### config.mk
export PLATFORM = sky130hd
export DESIGN_NAME = dmem_uart_tx
export DESIGN_NICKNAME = d
export VERILOG_FILES = /design/src/rtl/dmem_uart_tx.sv
export SDC_FILE = /design/constraint.sdc
export NUM_CORES = 1
export LEC_CHECK = 0
export ABC_AREA = 1
export BUFFER_PORTS_ARGS = -buffer_cell sky130_fd_sc_hd__clkbuf_2
export CAP_MARGIN = 30
export CORE_UTILIZATION = 60
export CTS_CLUSTER_DIAMETER = 50
export DETAILED_ROUTE_END_ITERATION = 6
export PLACE_DENSITY = 0.85
export SETUP_SLACK_MARGIN = 0.15
export SLEW_MARGIN = 40
export SYNTH_ARGS = -nofsm -noshare
export SYNTH_HDL_FRONTEND = slang
export SYNTH_SLANG_ARGS = --single-unit
### constraint.sdc
create_clock -name clk -period 5.9 [get_ports clk]
set_input_delay 0.59 -clock clk [delete_from_list [all_inputs] [get_ports clk]]
set_output_delay 0.59 -clock clk [all_outputs]
set_load 0.02 [all_outputs]
### src/rtl/dmem_uart_tx.sv
// dmem_uart_tx: memory-mapped 8N1 UART transmitter with a small TX byte FIFO.
// Latency: a byte pushed at edge N into an empty, idle block is popped at N+1 and its start bit drives tx from N+1.
// Backpressure: none on the bus; a push into a full FIFO with no pop that cycle is dropped and sets sticky overrun.
//
// Ports:
//   clk, rst            clock and synchronous active-high reset
//   data_in, addr_in    write data and byte address from the core
//   byteen              byte-lane enables for writes
//   mem_read, mem_write access strobes; the block only responds inside its 16-byte window
//   data_out            combinational read data (0 when not selected or not reading)
//   tx                  registered serial output, idle high
//
// Register map (word offsets inside the window):
//   0x0 TXDATA  W    byteen[0] pushes data_in[7:0]; reads 0
//   0x4 STATUS  R/W1C bit0 full, bit1 empty, bit2 busy, bit3 overrun (W1C), FIFO count from bit 8 up
//   0x8 BAUDDIV R/W  16-bit clock cycles per bit, byte-lane writable, 0 is stored as 1
//   0xC reserved

// dmem_uart_tx_fifo: circular-buffer FIFO whose push is accepted when not full or when a pop happens the same cycle.
// Latency: a push is visible at the head on the following cycle; head data is read combinationally.
// Backpressure: push_rdy_o low only when full with no pop; pops on an empty FIFO are ignored.
//
// Ports: push_vld_i/push_dat_i/push_rdy_o push side, pop_i pop request,
//        head_dat_o oldest entry, count_o/full_o/empty_o occupancy.
module dmem_uart_tx_fifo #(
  parameter int DW    = 8,
  parameter int DEPTH = 4
) (
  input  logic                   clk,
  input  logic                   rst,
  input  logic                   push_vld_i,
  input  logic [DW-1:0]          push_dat_i,
  output logic                   push_rdy_o,
  input  logic                   pop_i,
  output logic [DW-1:0]          head_dat_o,
  output logic [$clog2(DEPTH):0] count_o,
  output logic                   full_o,
  output logic                   empty_o
);
  localparam int AW = $clog2(DEPTH);
  localparam int CW = AW + 1;

  logic [DW-1:0] mem_q [DEPTH];
  logic [AW-1:0] wr_ptr_q, wr_ptr_d;
  logic [AW-1:0] rd_ptr_q, rd_ptr_d;
  logic [CW-1:0] count_q, count_d;
  logic          push_acc;
  logic          pop_acc;

  assign empty_o    = (count_q == '0);
  assign full_o     = (count_q == CW'(DEPTH));
  assign pop_acc    = pop_i && !empty_o;
  // When full, the slot being freed by the pop is the one the write pointer
  // already points at; the pop reads it before the edge, the push overwrites it at the edge.
  assign push_rdy_o = !full_o || pop_acc;
  assign push_acc   = push_vld_i && push_rdy_o;
  assign head_dat_o = mem_q[rd_ptr_q];
  assign count_o    = count_q;

  always_comb begin
    wr_ptr_d = wr_ptr_q;
    rd_ptr_d = rd_ptr_q;
    count_d  = count_q;
    if (push_acc) wr_ptr_d = wr_ptr_q + AW'(1);
    if (pop_acc)  rd_ptr_d = rd_ptr_q + AW'(1);
    case ({push_acc, pop_acc})
      2'b10:   count_d = count_q + CW'(1);
      2'b01:   count_d = count_q - CW'(1);
      default: count_d = count_q;
    endcase
  end

  always_ff @(posedge clk) begin
    if (rst) begin
      wr_ptr_q <= '0;
      rd_ptr_q <= '0;
      count_q  <= '0;
    end else begin
      wr_ptr_q <= wr_ptr_d;
      rd_ptr_q <= rd_ptr_d;
      count_q  <= count_d;
    end
  end

  always_ff @(posedge clk) begin
    if (push_acc) mem_q[wr_ptr_q] <= push_dat_i;
  end
endmodule

module dmem_uart_tx #(
  parameter int               WIDTH       = 32,
  parameter logic [WIDTH-1:0] BASE_ADDR   = 32'h1000_0000,
  parameter int               FIFO_DEPTH  = 4,
  parameter logic [15:0]      DEFAULT_DIV = 16'd868
) (
  input  logic             clk,
  input  logic             rst,
  input  logic [WIDTH-1:0] data_in,
  input  logic [WIDTH-1:0] addr_in,
  input  logic [3:0]       byteen,
  input  logic             mem_read,
  input  logic             mem_write,
  output logic [WIDTH-1:0] data_out,
  output logic             tx
);
  localparam int CW = $clog2(FIFO_DEPTH) + 1;

  typedef enum logic [1:0] {
    S_IDLE  = 2'd0,
    S_START = 2'd1,
    S_DATA  = 2'd2,
    S_STOP  = 2'd3
  } state_t;

  state_t        state_q, state_d;
  logic [15:0]   baud_q, baud_d;
  logic [15:0]   div_q, div_d;     // divider latched for the frame in flight
  logic [15:0]   cnt_q, cnt_d;     // cycles elapsed within the current bit
  logic [7:0]    shift_q, shift_d;
  logic [2:0]    bit_q, bit_d;
  logic          tx_q, tx_d;
  logic          ovr_q, ovr_d;

  logic          sel;
  logic [1:0]    reg_off;
  logic          wr_en;
  logic          push_vld;
  logic          push_rdy;
  logic          pop;
  logic [7:0]    head_dat;
  logic [CW-1:0] fifo_count;
  logic          fifo_full;
  logic          fifo_empty;
  logic          busy;
  logic          bit_end;
  logic [15:0]   baud_merged;
  logic          unused_bits;

  assign sel      = (addr_in[WIDTH-1:4] == BASE_ADDR[WIDTH-1:4]);
  assign reg_off  = addr_in[3:2];
  assign wr_en    = sel && mem_write;
  assign push_vld = wr_en && (reg_off == 2'd0) && byteen[0];
  assign busy     = (state_q != S_IDLE);
  assign bit_end  = (cnt_q == div_q - 16'd1);
  assign tx       = tx_q;

  assign unused_bits = ^{addr_in[1:0], data_in[WIDTH-1:16], byteen[3:2]};

  dmem_uart_tx_fifo #(
    .DW    (8),
    .DEPTH (FIFO_DEPTH)
  ) u_fifo (
    .clk        (clk),
    .rst        (rst),
    .push_vld_i (push_vld),
    .push_dat_i (data_in[7:0]),
    .push_rdy_o (push_rdy),
    .pop_i      (pop),
    .head_dat_o (head_dat),
    .count_o    (fifo_count),
    .full_o     (fifo_full),
    .empty_o    (fifo_empty)
  );

  // Register writes: BAUDDIV byte lanes and overrun (a dropped push beats a same-edge W1C).
  always_comb begin
    baud_merged = baud_q;
    if (byteen[0]) baud_merged[7:0]  = data_in[7:0];
    if (byteen[1]) baud_merged[15:8] = data_in[15:8];
    baud_d = baud_q;
    if (wr_en && (reg_off == 2'd2)) begin
      baud_d = (baud_merged == 16'd0) ? 16'd1 : baud_merged;
    end

    ovr_d = ovr_q;
    if (wr_en && (reg_off == 2'd1) && byteen[0] && data_in[3]) ovr_d = 1'b0;
    if (push_vld && !push_rdy) ovr_d = 1'b1;
  end

  // Transmit FSM: each of START, 8 DATA bits and STOP lasts div_q cycles.
  always_comb begin
    state_d = state_q;
    cnt_d   = cnt_q;
    div_d   = div_q;
    shift_d = shift_q;
    bit_d   = bit_q;
    pop     = 1'b0;
    case (state_q)
      S_IDLE: begin
        if (!fifo_empty) begin
          pop     = 1'b1;
          shift_d = head_dat;
          div_d   = baud_q;
          cnt_d   = 16'd0;
          bit_d   = 3'd0;
          state_d = S_START;
        end
      end
      S_START: begin
        if (bit_end) begin
          cnt_d   = 16'd0;
          state_d = S_DATA;
        end else begin
          cnt_d = cnt_q + 16'd1;
        end
      end
      S_DATA: begin
        if (bit_end) begin
          cnt_d   = 16'd0;
          shift_d = {1'b0, shift_q[7:1]};
          bit_d   = bit_q + 3'd1;
          if (bit_q == 3'd7) state_d = S_STOP;
        end else begin
          cnt_d = cnt_q + 16'd1;
        end
      end
      S_STOP: begin
        if (bit_end) begin
          cnt_d   = 16'd0;
          state_d = S_IDLE;
        end else begin
          cnt_d = cnt_q + 16'd1;
        end
      end
      default: state_d = S_IDLE;
    endcase

    // tx is registered from the next state so the line is glitch-free.
    case (state_d)
      S_START: tx_d = 1'b0;
      S_DATA:  tx_d = shift_d[0];
      default: tx_d = 1'b1;
    endcase
  end

  always_ff @(posedge clk) begin
    if (rst) begin
      state_q <= S_IDLE;
      baud_q  <= DEFAULT_DIV;
      div_q   <= DEFAULT_DIV;
      cnt_q   <= 16'd0;
      shift_q <= 8'd0;
      bit_q   <= 3'd0;
      tx_q    <= 1'b1;
      ovr_q   <= 1'b0;
    end else begin
      state_q <= state_d;
      baud_q  <= baud_d;
      div_q   <= div_d;
      cnt_q   <= cnt_d;
      shift_q <= shift_d;
      bit_q   <= bit_d;
      tx_q    <= tx_d;
      ovr_q   <= ovr_d;
    end
  end

  // Read mux shows pre-edge state, so a simultaneous read+write returns the old value.
  always_comb begin
    data_out = '0;
    if (sel && mem_read) begin
      case (reg_off)
        2'd1: begin
          data_out[0]      = fifo_full;
          data_out[1]      = fifo_empty;
          data_out[2]      = busy;
          data_out[3]      = ovr_q;
          data_out[8 +: CW] = fifo_count;
        end
        2'd2:    data_out[15:0] = baud_q;
        default: data_out = '0;
      endcase
    end
  end
endmodule

---- Yosys cells after proc, flatten, opt, wreduce, memory -nomap -nowiden ----
Memories as Yosys holds them, arrays and structs flattened. A register that Yosys moved wholly into a read port is not among the register bits.
Index checks and enable logic that the tools add are counted.
cells by class
  add/sub/neg operators ................... 7
  $mul .................................... 0
  div/mod/pow operators ................... 0
  magnitude comparators ................... 0
  equality and inequality tests ........... 15
  shift-type cells ........................ 0
  multiplexer cells ....................... 33
  bitwise logic cells ..................... 1
  reductions and logical operators ........ 26
operators with widths
  cell                   count
  $mux 16                4
  $mux 8                 4
  $pmux 16 s2            1
  $eq 28x25->1 const B   1
  $pmux 3 s2             3
  $add 16x1->16 const B  1
  $eq 16x16->1           1
  $logic_not 16->1       1
  $pmux 8 s2             1
  $sub 16x1->16 const B  1
  $mux 2                 7
  $logic_and 1x1->1      11
  $eq 2x2->1 const B     5
  $eq 2x1->1 const B     4
  $pmux 2 s4             1
  $pmux 4 s2             1
  $reduce_bool 2->1      4
  $add 3x1->3 const B    2
  $eq 3x3->1 const B     2
  $mux 1                 6
  $mux 3                 2
  $mux 5                 1
  $add 2x1->2 const B    2
  $logic_not 2->1        2
  other kinds (11)       14
word-level totals
  register bits after elaboration ......... 70
  latch bits .............................. 0
  RAM bits ................................ 32
  bits in read-only memories .............. 0
  output and inout bits ................... 33
  logic and storage cells ................. 95
  memories ................................ 1
memories
  name          depth  bits a word  read ports  clocked after memory_dff  write ports  RTL line  RTL
  u_fifo.mem_q  4      8            1           1                         1            43        logic [DW-1:0] mem_q [DEPTH];

---- Logic depth before layout (Yosys ltp) ----
  depth in word-level cells ............... 8
  mapped depth ............................ 18
  depth with buffers taken out ............ 18

---- Modules after synthesis ----
From an unflattened synthesis, not the netlist that was laid out.
second synthesis, totals
  cell total of the unflattened synthesis .. 813
  area, all modules ....................... 5948.2 sq um
modules (own cells, without submodules)
  module             instances  cells each  area each (sq um)  seq. area each (sq um)
  dmem_uart_tx       1          671         4267.8             1261.2
  dmem_uart_tx_fifo  1          142         1680.4             1141.1

---- Worst setup path after synthesis ----
No wires, ideal clock.
  path kind ............................... input-to-reg
  from .................................... in addr_in[23]
  to ...................................... mem u_fifo.mem_q[0][0] (enable)
  arrival ................................. 2.030 ns
  required time ........................... 5.529 ns
  setup slack ............................. 3.499 ns
  cell stages on the path ................. 9
  path buffers ............................ 0
  cells stage by stage .................... nor2_1 > nand4_1 > nor4_2 > nand2_1 > inv_1 > nand2_1 > nor2_1 > inv_1 > nor2_1
between the ends
  word-level cells in the longest chain between the ends .. 7
RTL lines
  what                            RTL line  RTL
  start: declaration              99        input logic [WIDTH-1:0] addr_in,
  $eq 28x25->1                    139       assign sel = (addr_in[WIDTH-1:4] == BASE_ADDR[WIDTH-1:4]);
  $logic_and 1x1->1               141       assign wr_en = sel && mem_write;
  $logic_and 1x1->1 (2 in a row)  142       assign push_vld = wr_en && (reg_off == 2'd0) && byteen[0];
  $logic_and 1x1->1               56        assign push_acc = push_vld_i && push_rdy_o;
  $mux 1                          86        if (push_acc) mem_q[wr_ptr_q] <= push_dat_i;
  $mux 1 (not written as such)    86
  end: declaration                43
Every way passes these cells.

---- Worst setup path after layout ----
  from .................................... reg div_q[0]
  to ...................................... reg tx_q, in the netlist tx
between the ends
  word-level cells in the longest chain between the ends .. 6
  elaborated cells between the ends (all ways) .. 11
  classes of those cells .................. add/sub (1); eq/ne (3); mux (7)
RTL lines
  what                                      RTL line       RTL
  start: declaration                        117            logic [15:0] div_q, div_d;
  start signal: assignment                  249            div_q <= div_d;
  $sub 16x1->16 (*)                         144            assign bit_end = (cnt_q == div_q - 16'd1);
  $eq 16x16->1 (*)                          144
  $mux 2, on equally long branches          218, 200, 208
  $pmux 2 s4                                188            case (state_q)
  $eq 2x2->1 or $eq 2x1->1 (tied branches)  229            case (state_d)
  $pmux 1 s2 (*)                            229
  end signal: assignment                    253            tx_q <= tx_d;
  end: declaration                          121            logic tx_q, tx_d;
Mark *: on every way between the ends. The rest lies on a longest branch, timed or not. The select of a mux whose other input is x is not followed.
A chain may end at the register's enable or synchronous reset.

==> metrics <==
final hold violations=0; share of post-route cells with drive strength above 1=15.2%; critical setup path kind=flop to flop; slack of the worst reg-to-reg path=3.30 ns; clock edge transition at the registers on the reported setup and hold paths=0.12 ns; crit path DAT=2.91 ns; dominant cell type by area after synthesis=sky130_fd_sc_hd__dfxtp_1; critical path cell sequence=inv_2, ha_1, nand4_1, xnor2_1, nand3_1, nor3_2, nand2_2, nand2_1, nand3_2, nor2_1, nand2_1, nand3_1; total global-route track usage=28.5%; IR drop worst, VDD=210 µV; max_slew headroom=44.1%; delay of the slowest cell on the worst path=0.38 ns; share of the clock period used by the worst path=44.0%; Synth cell types=48; post-detail-place hpwl=10.3 mm; kind of cell adding the most delay to the critical path=simple AND/OR/NAND/NOR gates; Yosys reg bits=104; Std-Cell Core Area=9370 µm²; antenna violations before repair=0; worst hold margin=0.443 ns; iteration count of the initial detailed-routing pass=7; most frequent standard cell in the layout excluding fill and tap cells=sky130_fd_sc_hd__nand2_1; hold path startpoint=data_in[4]; post-synthesis async set-or-reset flop share=0%; n_diodes=0; endpoint type of the worst setup path=flop; maximum number of pins on one net before global-route repair=39; CTS root buffer=sky130_fd_sc_hd__clkbuf_8; final global-route overflow total=0; hold worst-path end=u_fifo.mem_q[0][4]; count of H-tree levels built during CTS=3; number of enable flip-flop cells after synthesis=32; sequential share of the synthesized area=40.6%; hold-critical path depth=1; R2R cell count=12; number of nets with antenna violations after routing=0; most frequent cells in the layout=sky130_fd_sc_hd__nand2_1 (171), sky130_fd_sc_hd__nor2_1 (89), sky130_fd_sc_hd__inv_1 (78); startpoint type of the worst setup path=flop; worst slew pin tran=0.838 ns; top-area cell type share of the netlist area=24.4%; global-route wire length before repair=22.9 mm; YS warnings=0; total power per unit cell area=383 nW/µm²; post-layout net count=937; Netlist Area Pre-Place=5910 µm²; Die X=101 µm; remaining design rule violation count=0; data required time of the worst path=6.21 ns; average instance area after synthesis=7.37 µm²; hold crit path type=primary input to flop; Post-CTS Hold Buffers=0; number of clock buffers inserted by TritonCTS=9; worst-case clock skew=0.0162 ns; post-synthesis instance total=802; number of I/O port buffers=68; leakage power of the design=2.77 nW; min cycle time layout=2.60 ns; # Max-Cap Violations=0; worst-case clock buffer depth=2; total wire length=14.0 mm; buffers and inverters on the worst path=1; clock tree from TritonCTS=done; mean number of vias per cell=5.58; Max FO, Critical Path=14; worst r2r dst=tx; via count=5504; Final Slew Violations=0; TritonCTS sink count=104; DIE AREA=10300 µm²; Initial Utilization=63.1%; CP max stage cell=sky130_fd_sc_hd__dfxtp_1; Final setup violation count=0; top post-synthesis cells by area=sky130_fd_sc_hd__dfxtp_1 (24%), sky130_fd_sc_hd__edfxtp_1 (16%), sky130_fd_sc_hd__nand2_1 (11%), sky130_fd_sc_hd__nor2_1 (5.7%), sky130_fd_sc_hd__a21oi_1 (5.2%); synthesis-to-finish area growth=9.46%; total negative slack=0 ns; routability congestion estimate=0.945; clock latency of the later-clocked register in the worst-skew pair=0.39 ns; maximum operating frequency=385 MHz; number of core rows=35; WL/cell=14.2 µm; post-cts gate resize count=0; RR Startpoint=div_q[0]; Top FF cell, synth=sky130_fd_sc_hd__dfxtp_1; status=completed; Util after Layout=69.0%; number of buffers inserted to repair setup after CTS=0; Ports=105; vertical die dimension=101 µm; unrepaired setup endpoints after global routing=false; vias in the first global route=5006; starting DRC count in detailed routing=395
[synth_stat cells (all sizes together), types with 2 or more instances]
master and n:
dfxtp 72, o2111ai 2, nand3 55, nand4 20, nor4 5, nor3 14
xor2 14, o211ai 10, inv 85, ha 11, a21oi 65, nand2 181
clkbuf 23, or2 3, buf 22, edfxtp 32, nand3b 2, clkinv 4
o21bai 2, o32ai 8, a31oi 2, o21ai 54, nor2 104, xnor2 4
[layout make-up]
| type | count | area (µm²) |
|---|---|---|
| repair buffers | 70 | 355 |
| flip-flops and latches | 104 | 2400 |
| multi-input cells | 579 | 2990 |
| well taps | 129 | 161 |
| inverters | 89 | 340 |
| clock inverters | 7 | 96.3 |
| clock buffers | 9 | 124 |
| fillers | 793 | 2900 |
[stage by stage]
stage          cells  area (µm²)  power, mW  setup WS, ns
3_3_place_gp     971        6250       1.94          2.98
4_1_cts          987        6470       2.47          3.31
3_5_place_dp     971        6250       1.99          2.92
6_report         987        6470       2.48          3.30
2_1_floorplan    817        5970       1.76          3.50
5_1_grt          987        6470       2.66          3.05
[logic make-up (layout without fill, tap and decap cells)]
group	count (synthesis)	count (layout)	share of synthesized area, %
DFF	104	104	40.6
adders and majority gates	12	12	2.67
muxes	1	1	0.191
buffers and inverters	134	175	9.76
other	1	16	0.0634
AOI/OAI and AO/OA	146	146	13.9
xor gates and xnor gates	18	18	2.67
and+or+nand+nor	386	386	30.1
[routing by layer]
metal	track usage [%]	routed length, µm
met1	37.0	5950
met2	48.3	6650
met3	3.73	1020
met4	11.3	353
met5	0	0
[worst max-delay path by stage]
stage	slack (ns)	start	end	depth (start not counted)
detailed placement	2.92	addr_in[31]	u_fifo.mem_q[3][0]	10
global placement	2.98	addr_in[31]	u_fifo.mem_q[3][0]	10
floorplan	3.50	addr_in[23]	u_fifo.mem_q[0][0]	9
CTS	3.31	addr_in[31]	data_out[13]	7
finish	3.30	div_q[0]	tx	12
global route	3.05	addr_in[31]	u_fifo.mem_q[0][0]	10
[flip-flops by register name, summed over array words and instances, names as in the netlist, named ones only]
signal and count:
u_fifo.mem_q 32, tx 1, state_q 2, shift_q 8, u_fifo.wr_ptr_q 2, baud_q 16
cnt_q 16, bit_q 3, u_fifo.rd_ptr_q 2, div_q 16, ovr_q 1, u_fifo.count_o 3
[report_power, final]
part	total, mW	internal [mW]	switching (mW)
clock	0.478	0.177	0.301
combinational	1.00	0.329	0.675
sequential	0.994	0.852	0.142
total	2.48	1.36	1.12
No activity file was read; power rests on OpenSTA's default activity.
